[config.mk]
export PLATFORM = sky130hd
export DESIGN_NAME = branch_pc_sequencer
export DESIGN_NICKNAME = d
export VERILOG_FILES = /design/src/rtl/branch_pkg.sv /design/src/rtl/branch_cond.sv /design/src/rtl/branch_pc_sequencer.sv
export SDC_FILE = /design/constraint.sdc
export NUM_CORES = 1
export LEC_CHECK = 0
export ABC_AREA = 1
export BUFFER_PORTS_ARGS = -buffer_cell sky130_fd_sc_hd__buf_2
export CORE_MARGIN = 5
export CORE_UTILIZATION = 60
export CTS_CLUSTER_SIZE = 28
export DETAILED_ROUTE_END_ITERATION = 7
export PLACE_DENSITY = 0.9
export SLEW_MARGIN = 10
export SYNTH_ARGS = -nofsm -noshare
export SYNTH_HDL_FRONTEND = slang
export SYNTH_SLANG_ARGS = --single-unit
[constraint.sdc]
create_clock -name clk -period 8.5 [get_ports clk]
set_clock_uncertainty 0.2 [all_clocks]
set_input_delay 0 -clock clk [delete_from_list [all_inputs] [get_ports clk]]
set_output_delay 0 -clock clk [all_outputs]
set_load 0.05 [all_outputs]
[src/rtl/branch_pkg.sv]
// Shared definitions for the branch PC sequencer: funct3 branch codes, FSM states, PC step.
package branch_pkg;

   localparam logic [2:0] F3_BEQ  = 3'b000;
   localparam logic [2:0] F3_BNE  = 3'b001;
   localparam logic [2:0] F3_BLT  = 3'b100;
   localparam logic [2:0] F3_BGE  = 3'b101;
   localparam logic [2:0] F3_BLTU = 3'b110;
   localparam logic [2:0] F3_BGEU = 3'b111;

   localparam logic [63:0] PC_STEP = 64'd4;

   typedef enum logic [1:0] {
      IDLE  = 2'd0,
      FETCH = 2'd1,
      EXEC  = 2'd2
   } pcs_state_t;

endpackage

[src/rtl/branch_cond.sv]
// Combinational branch-condition decode for the conditional branch funct3 codes.
module branch_cond
   import branch_pkg::*;
(
   input  logic        branch,
   input  logic        zero,
   input  logic [2:0]  funct3,
   input  logic [63:0] a,
   input  logic [63:0] b,
   output logic        cond
);

   logic signed [63:0] a_s;
   logic signed [63:0] b_s;

   assign a_s = a;
   assign b_s = b;

   always_comb begin
      cond = 1'b0;
      if (branch) begin
         unique case (funct3)
            F3_BEQ:  cond = zero;
            F3_BNE:  cond = !zero;
            F3_BLT:  cond = (a_s < b_s);
            F3_BGE:  cond = (a_s >= b_s);
            F3_BLTU: cond = (a < b);
            F3_BGEU: cond = (a >= b);
            default: cond = 1'b0;  // 010/011 are not branches
         endcase
      end
   end

endmodule

[src/rtl/branch_pc_sequencer.sv]
// Sequenced PC controller: fetch handshake, wait for execute, resolve branch, update PC.
// Optional statistics counters are enabled by defining BRANCH_STATS_EN.
module branch_pc_sequencer
   import branch_pkg::*;
#(
   parameter logic [63:0] RESET_PC = 64'h0,
   parameter int          CNT_W    = 32
)
(
   input  logic              clk,
   input  logic              reset,
   output logic              imem_req,
   output logic [63:0]       imem_addr,
   input  logic              imem_ack,
   input  logic              ex_valid,
   input  logic              branch,
   input  logic              zero,
   input  logic [2:0]        funct3,
   input  logic [63:0]       a,
   input  logic [63:0]       b,
   input  logic [63:0]       imm,
   output logic [63:0]       pc,
   output logic              taken,
   output logic              misalign
`ifdef BRANCH_STATS_EN
   ,
   output logic [CNT_W-1:0]  branch_cnt,
   output logic [CNT_W-1:0]  taken_cnt
`endif
);

   pcs_state_t  state;
   logic        cond;
   logic        resolve;
   logic        take_ok;
   logic [63:0] target;
   logic [63:0] fall;

   branch_cond u_cond (
      .branch (branch),
      .zero   (zero),
      .funct3 (funct3),
      .a      (a),
      .b      (b),
      .cond   (cond)
   );

   assign imem_req  = (state == FETCH);
   assign imem_addr = pc;

   assign resolve = (state == EXEC) && ex_valid;
   assign target  = pc + imm;
   assign fall    = pc + PC_STEP;
   assign take_ok = cond && (target[1:0] == 2'b00);

   always_ff @(posedge clk or posedge reset) begin
      if (reset) begin
         state    <= IDLE;
         pc       <= RESET_PC;
         taken    <= 1'b0;
         misalign <= 1'b0;
      end else begin
         taken    <= 1'b0;
         misalign <= 1'b0;
         case (state)
            IDLE:  state <= FETCH;
            FETCH: if (imem_ack) state <= EXEC;
            EXEC: begin
               if (ex_valid) begin
                  state    <= FETCH;
                  pc       <= take_ok ? target : fall;
                  taken    <= take_ok;
                  misalign <= cond && (target[1:0] != 2'b00);
               end
            end
            default: state <= IDLE;
         endcase
      end
   end

`ifdef BRANCH_STATS_EN
   // Both counters saturate at all-ones rather than wrapping.
   always_ff @(posedge clk or posedge reset) begin
      if (reset) begin
         branch_cnt <= '0;
         taken_cnt  <= '0;
      end else begin
         if (resolve && branch && (branch_cnt != '1))
            branch_cnt <= branch_cnt + CNT_W'(1);
         if (resolve && take_ok && (taken_cnt != '1))
            taken_cnt <= taken_cnt + CNT_W'(1);
      end
   end
`endif

endmodule
==> impl_results.md, run 1 <==
- Total wire length: 46,300 um
- Fraction of layout cells with a size suffix above 1: 17.1%
- #FFs+latches synth: 68
- Via count: 14.7k
- Worst EP arrival: 3.85 ns
- Placed insts: 2,540
- TritonCTS clock tree: done
- Synth top area share: 17.8%
- Layout area overhead: 14.8%
- DRC errors left: 0
- First-pass GRT wire length: 73,600 um
- Power per cell area: 318 mW/mm2
- Setup crit end kind: flop
- Worst vdd ir: 0.203 mV
- Internal cell power: 1.63 mW
- CTS H-tree depth: 3
- Core footprint: 0.0201 mm2
- CTS resizes: 0
- Yosys warning count: 0
- Clock Tree Root: clkbuf_16
- Reported max-cap violation count: 0
- Slew of the pin with the lowest slew margin: 1.20 ns
- DIE HEIGHT: 152 um
- # setup viols final: 0
- ANT cells: 0
- Cts bufs inserted: 9
- RR Startpoint: imem_addr[0]$_DFFE_PP0P_
- Reg power frac: 15.8%
- Mapped cell area: 0.0121 mm2
- Switching part of the total power: 63.2%
- Hold Path Class: input port to flop
- Sequential element share of the synthesized area: 14.0%
- Clk slew on worst S/H paths: 0.07 ns
- Startpoint Class: flop
- Static Leak: 7.93 nW
- Min Tclk post-route: 3.80 ns
- Comb pwr share: 73.6%
- Worst-Skew Late Latency: 0.36 ns
- DP Worst Slack: 4.55 ns
- Net switching power: 2.80 mW
- Via/cell ratio: 5.75
- Largest net degree at the start of global routing: 69
- F_max: 0.263 GHz
- Synth Area per Inst: 5.96 um2
- Final core utilization: 69.3%
- Port buffer count: 331
- Routed Antenna Nets: 0
- Slew margin rel.: 20.0%
- Count of different cell masters after synthesis: 45
- Die area: 0.0232 mm2
- Fin cells: 2,560
- Drt initial violations: 1,644
- Min-delay src: imm[63]
- Status: finished, final reports clean
- Max Slew Vio Count: 0
- Final hold violation count: 0
- Async set-reset flop share out of synthesis: 100%
- Mapped Cells: 2,037
- Synth area leader: nand2_1
- Clock power frac: 10.7%
- Nets@finish: 2,615
- Total global routing overflow: 0
- Max Fanout on Critical Path: 4
- Worst EP required: 8.55 ns
- CP Class: flop to flop
- Initial core utilization: 60.4%
- Tot GR Track Use: 38.4%
- Ranking of synthesized cells by area: nand2_1, dfrtp_1, ha_1, inv_1, xor2_1
- Routability congestion estimate from global placement: 1.04
- Post-synth EDFFs: 0
- Final setup margin: 4.70 ns
- Primary FF master, synth: dfrtp_1
- CTS Buffer Depth: 2
- Iteration count of the initial detailed-routing pass: 6
- Period utilisation layout: 44.7%
- CTS sink count: 68
- RSZ-0062 raised after global routing: false
- Dpl hpwl: 38,200 um
- Post-CTS setup buffer count: 0
- Die Span X: 152 um
- Top Ports: 332
- Vias in the first global route: 14.4k
- WL/cell: 18.1 um
- Worst hold margin: 0.0379 ns
- Setup total negative slack: 0 ns
- Row count: 52
- Initial antenna violation count: 0
- Critical Path Start: imem_addr[0]$_DFFE_PP0P_
- Syn nets: 2,367
[registers in the layout (all words and copies together) (netlist names)]
| register | flops |
|---|---|
| imem_addr | 64 |
| misalign | 1 |
| state | 2 |
| taken | 1 |
[cell usage in the layout, fill, tap and decap left out, types with 15 or more instances in the layout]
cell	n
a21o_1	15
a21oi_1	118
buf_2	331
dfrtp_1	68
ha_1	128
inv_1	324
nand2_1	576
nand3_1	110
nand4_1	95
nor2_1	180
nor3_1	50
o21ai_0	60
xnor2_1	23
xor2_1	84
[kinds of logic (layout without fill, tap and decap cells)]
logic type      Yosys count  after routing  synth area share [%]
compound gates          232            232                  10.6
xor+xnor                107            107                  7.72
simple gates           1068           1068                  38.8
flops                    68             68                  14.0
fa+ha+maj               129            129                  13.3
buf+inv                 433            686                  15.6
[area by class of cell]
| type | instances | area, um2 |
|---|---|---|
| inverters | 329 | 1230 |
| fillers | 1818 | 6170 |
| clock buffers | 10 | 239 |
| multi-input cells | 1536 | 8570 |
| clock inverters | 6 | 111 |
| well taps | 270 | 338 |
| repair buffers | 341 | 1740 |
| flip-flops and latches | 68 | 1700 |
[what timing repair did]
action	CTS	global route
hold buffers	4	0
setup endpoints to repair	0	0
endpoints found under the hold margin	94	0
[power by group through the flow]
stage / sequential, mW / clock [mW] / combinational [mW]
2_1_floorplan: 1.04 / 0 / 2.14
3_3_place_gp: 0.687 / 0 / 3.13
3_5_place_dp: 0.691 / 0 / 3.18
4_1_cts: 0.687 / 0.465 / 3.21
5_1_grt: 0.721 / 0.488 / 3.51
6_report: 0.699 / 0.472 / 3.26
[final timing paths]
| check | end | slack (ns) | cells past startpoint |
|---|---|---|---|
| worst max-delay path | imem_addr[38]$_DFFE_PP0P_ | 4.70 | 18 |
| worst min-delay path | imem_addr[63]$_DFFE_PP0P_ | 0.04 | 8 |
| worst max register to register | imem_addr[38]$_DFFE_PP0P_ | 4.70 | 18 |
| worst min register to register | imem_addr[1]$_DFFE_PP0P_ | 0.36 | 2 |
| max in group asynchronous | imem_addr[59]$_DFFE_PP0P_ | 7.21 | 4 |
| min in group asynchronous | imem_addr[38]$_DFFE_PP0P_ | 0.28 | 4 |
[per-stage QoR]
stage	power, mW	area [um2]
3_3_place_gp	3.81	13500
4_1_cts	4.36	13900
3_5_place_dp	3.87	13500
2_1_floorplan	3.18	12100
6_report	4.43	13900
5_1_grt	4.72	13900
[synth_stat cells, types with 2 or more instances]
cell,instances
xnor2_1,23
nor2_4,8
inv_2,3
a31oi_1,11
ha_1,128
nor3_1,50
dfrtp_1,68
nor2_1,182
and3_1,2
nor2_2,5
clkbuf_1,22
nand3b_1,5
xor2_1,84
inv_1,325
nor4_1,12
o211ai_1,4
o21ai_0,60
o21a_1,8
nand2_4,2
buf_4,68
buf_1,4
nand3_2,4
nand2_1,576
buf_2,10
a21oi_1,118
nand4_1,95
nor3_2,2
a21o_1,15
o2111ai_1,2
o21bai_1,11
nand2_2,6
nand3_1,111
[metal layers]
| metal | up-vias | track usage, % | part of all wire [%] |
|---|---|---|---|
| met5 | - | 0 | 0 |
| met4 | 0 | 18.7 | 5.7 |
| met3 | 168 | 9.20 | 9.7 |
| met2 | 882 | 66.4 | 48 |
| met1 | 6659 | 44.5 | 37 |
| li1 | 7019 | - | - |
[critical path, stage by stage, from the launching register on]
cell and delay [ns]:
dfrtp_1 0.43, ha_1 0.20, inv_1 0.06, fa_1 0.41, nand3b_1 0.17, nand2_1 0.17, a21boi_1 0.17, o21ai_0 0.68
nand2_1 0.10, nand2_1 0.21, nand2_1 0.08, nand2_1 0.14, nand2_1 0.10, nand2_1 0.07, nand2_1 0.06, nand2_1 0.09
nand4_1 0.14, nand3_1 0.15, nand2_1 0.05
Power figures use the tool's default switching activity.
==> run 2: changes to the inputs <==
--- a/config.mk
+++ b/config.mk
@@ -8,10 +8,10 @@
 export ABC_AREA = 1
 export BUFFER_PORTS_ARGS = -buffer_cell sky130_fd_sc_hd__buf_2
 export CORE_MARGIN = 5
-export CORE_UTILIZATION = 60
+export CORE_UTILIZATION = 55
 export CTS_CLUSTER_SIZE = 28
 export DETAILED_ROUTE_END_ITERATION = 7
-export PLACE_DENSITY = 0.9
+export PLACE_DENSITY = 0.83
 export SLEW_MARGIN = 10
 export SYNTH_ARGS = -nofsm -noshare
 export SYNTH_HDL_FRONTEND = slang
==> constraint.sdc (replaced) <==
create_clock -name clk -period 3.9 [get_ports clk]
set_clock_uncertainty 0.2 [all_clocks]
set_input_delay 0 -clock clk [delete_from_list [all_inputs] [get_ports clk]]
set_output_delay 0 -clock clk [all_outputs]
set_load 0.05 [all_outputs]
==> run 2 against run 1 <==
- setup slack got worse by 4.2 ns
- critical path depth increased by 1
- first-iteration DRC count decreased by 1.2%
- count of clock-buffer cells in the layout decreased by 1
- highest routed layer unchanged
- maximum frequency increased by 11%
- global-route usage decreased by 0.36 points
- sequential share of layout area about the same
- via count decreased by 0.14%
- sequential cell count unchanged
- non-clock buffer count increased by 11
==> impl_results.md, run 2 (synthesis results as in run 1) <==
- DRC errors left: 0
- Crit-path most repeated cell: nand2_1
- Max Fanout on Critical Path: 4
- Top Ports: 332
- Tot GR Track Use: 38.0%
- # setup viols final: 0
- Nets@finish: 2,626
- WL/cell: 19.0 um
- Final setup margin: 0.495 ns
- TritonCTS clock tree: done
- Routability congestion estimate from global placement: 1.07
- Die area: 0.0252 mm2
- CP Class: flop to flop
- Hold Path Class: input port to flop
- Routed Antenna Nets: 0
- Row count: 54
- Total wire length: 49,000 um
- DIE HEIGHT: 159 um
- Initial core utilization: 55.8%
- Clock Tree Root: clkbuf_16
- Port buffer count: 331
- Most frequent cells in the layout: nand2_1, buf_2, inv_1, nor2_1, ha_1
- CP cell instances: ha_1, inv_1, fa_1, nand3b_1, nand2_1, a21boi_1, o21ai_0, nand2_1, nand2_1, nand2_1, nand2_1, nand2_1, nand2_1, nand2_1, nand2_1, nand4_1, nand2_1, nand2_1, nand2_1
- Core footprint: 0.0218 mm2
- Worst EP arrival: 3.49 ns
- Worst vdd ir: 0.409 mV
- Dpl hpwl: 40,600 um
- Static Leak: 7.94 nW
- Period utilisation layout: 87.3%
- Cts bufs inserted: 9
- Clk slew on worst S/H paths: 0.07 ns
- CTS H-tree depth: 3
- Placed insts: 2,560
- Reported max-cap violation count: 0
- Initial antenna violation count: 1
- CTS sink count: 68
- Design area: 0.0140 mm2
- Iteration count of the initial detailed-routing pass: 7
- Fin cells: 2,582
- Layout area overhead: 14.9%
- CP max stage cell: o21ai_0
- Worst-Skew Late Latency: 0.35 ns
- Worst EP required: 3.99 ns
- First-pass GRT wire length: 75,300 um
- Via/cell ratio: 5.70
- Total global routing overflow: 0
- Status: finished, final reports clean
- Min Tclk post-route: 3.41 ns
- CTS Buffer Depth: 2
- Slew margin rel.: 33.5%
- Final hold violation count: 0
- F_max: 0.294 GHz
- Largest net degree at the start of global routing: 65
- Power per cell area: 685 mW/mm2
- Worst stage delay on the critical path: 0.47 ns
- Most common cell after layout, fill and taps aside: nand2_1
- DP Worst Slack: 0.641 ns
- Area of placed instances: 0.0136 mm2
- Fraction of layout cells with a size suffix above 1: 17.5%
- Drt initial violations: 1,624
- RSZ-0062 raised after global routing: false
- Setup crit end kind: flop
- Startpoint Class: flop
- Setup total negative slack: 0 ns
- Max FFs per register: 64
- Max Slew Vio Count: 0
- Vias in the first global route: 14.3k
- Slew of the pin with the lowest slew margin: 0.997 ns
- # fillers: 2,055
- Die Span X: 159 um
- Total chip power: 9.55 mW
- Via count: 14.7k
-- run 2: cell count changes in the layout (fill, tap and decap cells not counted), sizes merged --
cell,change
buf,+10
bufinv,-3
clkinv,+3
clkbuf,-1
clkinvlp,+1
diode,+1
dlygate4sd3,+1
-- run 2: power breakdown --
group          internal (mW)  total [mW]  leakage [nW]  switching, mW
Clock                  0.429       0.814         0.131          0.385
Combinational           1.98        7.25          6.93           5.27
Sequential             0.966        1.49         0.879          0.523
Total                   3.37        9.55          7.94           6.18
-- run 2: final timing paths --
| kind | startpoint | to | slack, ns | cells past startpoint |
|---|---|---|---|---|
| max in group asynchronous | reset | imem_addr[20]$_DFFE_PP0P_ | 2.28 | 4 |
| worst max-delay path | imem_addr[0]$_DFFE_PP0P_ | imem_addr[62]$_DFFE_PP0P_ | 0.49 | 19 |
| worst max register to register | imem_addr[0]$_DFFE_PP0P_ | imem_addr[62]$_DFFE_PP0P_ | 0.49 | 19 |
| min in group asynchronous | reset | imem_addr[43]$_DFFE_PP0P_ | 0.06 | 3 |
| worst min register to register | imem_addr[0]$_DFFE_PP0P_ | imem_addr[0]$_DFFE_PP0P_ | 0.33 | 2 |
| worst min-delay path | imm[10] | imem_addr[10]$_DFFE_PP0P_ | 0.05 | 6 |
-- run 2: final cells by class --
type	instances	area, um2	share of cell area (%)
inverter	329	1230	8.85
clock inverter	7	43.8	0.314
clock buffer	9	225	1.61
multi-input combinational	1536	8570	61.4
tap	280	350	2.51
timing repair buffer	352	1830	13.1
antenna	1	2.50	0.0179
sequential	68	1700	12.2
-- run 2: stage by stage --
step | utilization (%) | hold slack [ns]
2_1_floorplan | - | -0.0922
3_3_place_gp | 62.7 | -0.131
3_5_place_dp | 62.7 | -0.119
4_1_cts | 64.1 | 0.0442
5_1_grt | 64.2 | 0.0812
6_report | 64.2 | 0.0458
-- run 2: critical path: cells and delay by family, from the launching register on --
family | cells | cell delay (ns)
AND/OR/NAND/NOR | 14 | 1.49
AO/OA/AOI/OAI | 2 | 0.61
adder cells (fa/ha/maj) | 2 | 0.58
buffers and inverters | 1 | 0.05
flip-flops | 1 | 0.40
-- run 2: what timing repair did --
item	in CTS	in global routing
resized for setup	0	0
hold buffers	5	0
endpoints found under the hold margin	26	0
setup buffers	0	0
-- run 2: metal layers --
layer  global-route usage [%]  share of wire [%]  up-vias
met5                        0                  0        -
met4                     15.7                4.3        0
met3                     5.44                9.5      138
met2                     65.2                 47      902
met1                     47.8                 39     6647
li1                         -                  -     7021
==> run 3: changes to the inputs <==
--- a/config.mk
+++ b/config.mk
@@ -5,10 +5,10 @@
 export SDC_FILE = /design/constraint.sdc
 export NUM_CORES = 1
 export LEC_CHECK = 0
-export ABC_AREA = 1
+export ABC_AREA = 0
 export BUFFER_PORTS_ARGS = -buffer_cell sky130_fd_sc_hd__buf_2
 export CORE_MARGIN = 5
-export CORE_UTILIZATION = 55
+export CORE_UTILIZATION = 53
 export CTS_CLUSTER_SIZE = 28
 export DETAILED_ROUTE_END_ITERATION = 7
 export PLACE_DENSITY = 0.83
@@ -16,3 +16,4 @@
 export SYNTH_ARGS = -nofsm -noshare
 export SYNTH_HDL_FRONTEND = slang
 export SYNTH_SLANG_ARGS = --single-unit
+export TNS_END_PERCENT = 20
==> run 3 against run 2 <==
- synthesized area down 18%
- synthesized cell count shrank 34%
- global-route usage fell by 8.4 points
- first-iteration DRC count decreased by 36%
- clock power grew 18%
- via count fell by 23%
- die area shrank 14%
- wire length down 32%
- maximum frequency is 8.0% lower
==> impl_results.md, run 3 <==
- Status: finished, final reports clean
- Max FFs per register: 64
- Primary FF master, synth: dfrtp_1
- Routed Antenna Nets: 0
- Row count: 50
- CP Class: flop to flop
- Max Slew Vio Count: 0
- Comb pwr share: 71.7%
- Die Span X: 147 um
- Drt initial violations: 1,036
- Total wire length: 33,500 um
- Min Tclk post-route: 3.70 ns
- WL/cell: 17.8 um
- CP cell instances: buf_4, ha_1, nand4_1, nor3_2, nand4_1, nor2_1, nand3_1, nor2_2, nand2_1, nor2_1, nand2_2, o31a_1, o21ai_2
- Critical Path Start: imem_addr[3]$_DFFE_PP0P_
- Clk slew on worst S/H paths: 0.06 ns
- Vias in the first global route: 10.6k
- Most frequent cells in the layout: buf_2, a21oi_1, ha_1, nand2_1, nor2_1
- Slew margin rel.: 32.8%
- Syn nets: 1,680
- Tot GR Track Use: 29.6%
- Die area: 0.0215 mm2
- Net switching power: 4.49 mW
- Initial antenna violation count: 0
- Total global routing overflow: 0
- Nets@finish: 1,968
- Internal cell power: 3.34 mW
- Area of placed instances: 0.0115 mm2
- Layout area overhead: 22.0%
- RR Startpoint: imem_addr[3]$_DFFE_PP0P_
- Max Fanout on Critical Path: 6
- Async set-reset flop share out of synthesis: 100%
- Via count: 11.4k
- TritonCTS clock tree: done
- Synth area leader: dfrtp_1
- Worst stage delay on the critical path: 0.38 ns
- Worst vdd ir: 0.609 mV
- Min-delay src: imm[58]
- Final hold violation count: 0
- Sequential element share of the synthesized area: 17.2%
- Reported max-cap violation count: 0
- Power per cell area: 648 mW/mm2
- Initial core utilization: 53.3%
- Worst EP required: 3.98 ns
- Period utilisation layout: 94.9%
- Crit path max-delay family: simple AND/OR/NAND/NOR gates
- Count of different cell masters after synthesis: 77
- Hold Path Class: input port to flop
- Total chip power: 7.83 mW
- Synth Area per Inst: 7.33 um2
- CP max stage cell: nor3_2
- DRC errors left: 0
- Design area: 0.0121 mm2
- DIE HEIGHT: 147 um
- Dominant cell by count in the synthesized netlist: a21oi_1
- Fraction of layout cells with a size suffix above 1: 27.1%
- Via/cell ratio: 6.06
- Core footprint: 0.0186 mm2
- Reg power frac: 16.1%
- #FFs+latches synth: 68
- Slew of the pin with the lowest slew margin: 1.01 ns
- Mapped Cells: 1,350
- Ranking of synthesized cells by area: dfrtp_1, ha_1, a21oi_1, buf_4, nand2_1
- Setup crit end kind: flop
- ANT cells: 0
- Mapped cell area: 0.00990 mm2
- # setup viols final: 0
- CTS Buffer Depth: 2
- Startpoint Class: flop
- First-pass GRT wire length: 53,300 um
- CTS sink count: 68
- CTS H-tree depth: 3
- Yosys warning count: 0
- Dpl hpwl: 26,800 um
- Cts bufs inserted: 9
- Iteration count of the initial detailed-routing pass: 5
- Clock Tree Root: clkbuf_16
- Largest net degree at the start of global routing: 69
- Top Ports: 332
- CP bufs+invs: 1
- Static Leak: 6.13 nW
- Worst-Skew Late Latency: 0.35 ns
- F_max: 0.270 GHz
- Worst EP arrival: 3.78 ns
- Clock power frac: 12.3%
- Most common library cells after synthesis: a21oi_1, ha_1, nand2_1
- Port buffer count: 331
- Post-synth EDFFs: 0
- Synth top area share: 17.2%
- Most common cell after layout, fill and taps aside: buf_2
- Switching part of the total power: 57.3%
- Routability congestion estimate from global placement: 0.978
[run 3: worst min-delay path: cells and delay by family]
family | cells | cell delay, ns
fa+ha+maj | 1 | 0.24
compound gates | 1 | 0.06
buf+inv | 1 | 0.08
xor+xnor | 1 | 0.15
[run 3: routing by layer]
layer	routed length [um]	GRT usage [%]
met5	0	0
met2	15800	50.2
met1	14200	39.4
met4	863	8.51
met3	2600	4.13
[run 3: what timing repair did]
item / CTS / global route
buffers inserted: 0 / 4
gates resized for setup: 0 / 14
endpoints found under the hold margin: 74 / 0
hold buffers: 10 / 0
setup endpoints to repair: 0 / 15
[run 3: power groups by stage]
stage	Sequential (mW)	Combinational [mW]	Clock, mW
3_5_place_dp	1.26	5.45	0
2_1_floorplan	2.05	3.52	0
6_report	1.26	5.61	0.961
3_3_place_gp	1.24	5.39	0
4_1_cts	1.25	5.50	0.976
5_1_grt	1.31	6.00	1.01
[run 3: cell families after synthesis]
group / after synthesis / synth area share (%)
AOI/OAI and AO/OA: 456 / 28.4
xor gates and xnor gates: 65 / 5.75
adders and majority gates: 129 / 16.4
buffers and inverters: 217 / 11.6
DFF: 68 / 17.2
muxes: 3 / 0.316
and+or+nand+nor: 412 / 20.3
[run 3: per-stage QoR]
stage	setup slack, ns	hold WS, ns	setup TNS, ns	util (%)	cells
CTS	0.0878	0.00742	0	64.4	1873
finish	0.200	0.0230	0	65.0	1877
detailed placement	0.0836	0.0565	0	62.0	1847
global route	-0.0112	0.0508	-0.0112	65.0	1877
global placement	0.239	0.0142	0	62.0	1847
floorplan	0.188	-0.0876	0	-	1350
[run 3: path summary, 6_finish.rpt]
check                           slack, ns  depth (start not counted)                         to
worst max-delay path                 0.20                         13  imem_addr[60]$_DFFE_PP0P_
worst min-delay path                 0.02                          4  imem_addr[58]$_DFFE_PP0P_
worst max register to register       0.20                         13  imem_addr[60]$_DFFE_PP0P_
max in group asynchronous            2.58                          4  imem_addr[21]$_DFFE_PP0P_
worst min register to register       0.34                          1  imem_addr[63]$_DFFE_PP0P_
min in group asynchronous            0.30                          4            taken$_DFF_PP0_
[run 3: cell type report]
cell class              count  area (um2)
multi-input cells        1065        7150
flip-flops and latches     68        1700
well taps                 234         293
repair buffers            399        2240
clock buffers               9         225
fillers                  1629        6500
inverters                  95         357
clock inverters             7         115
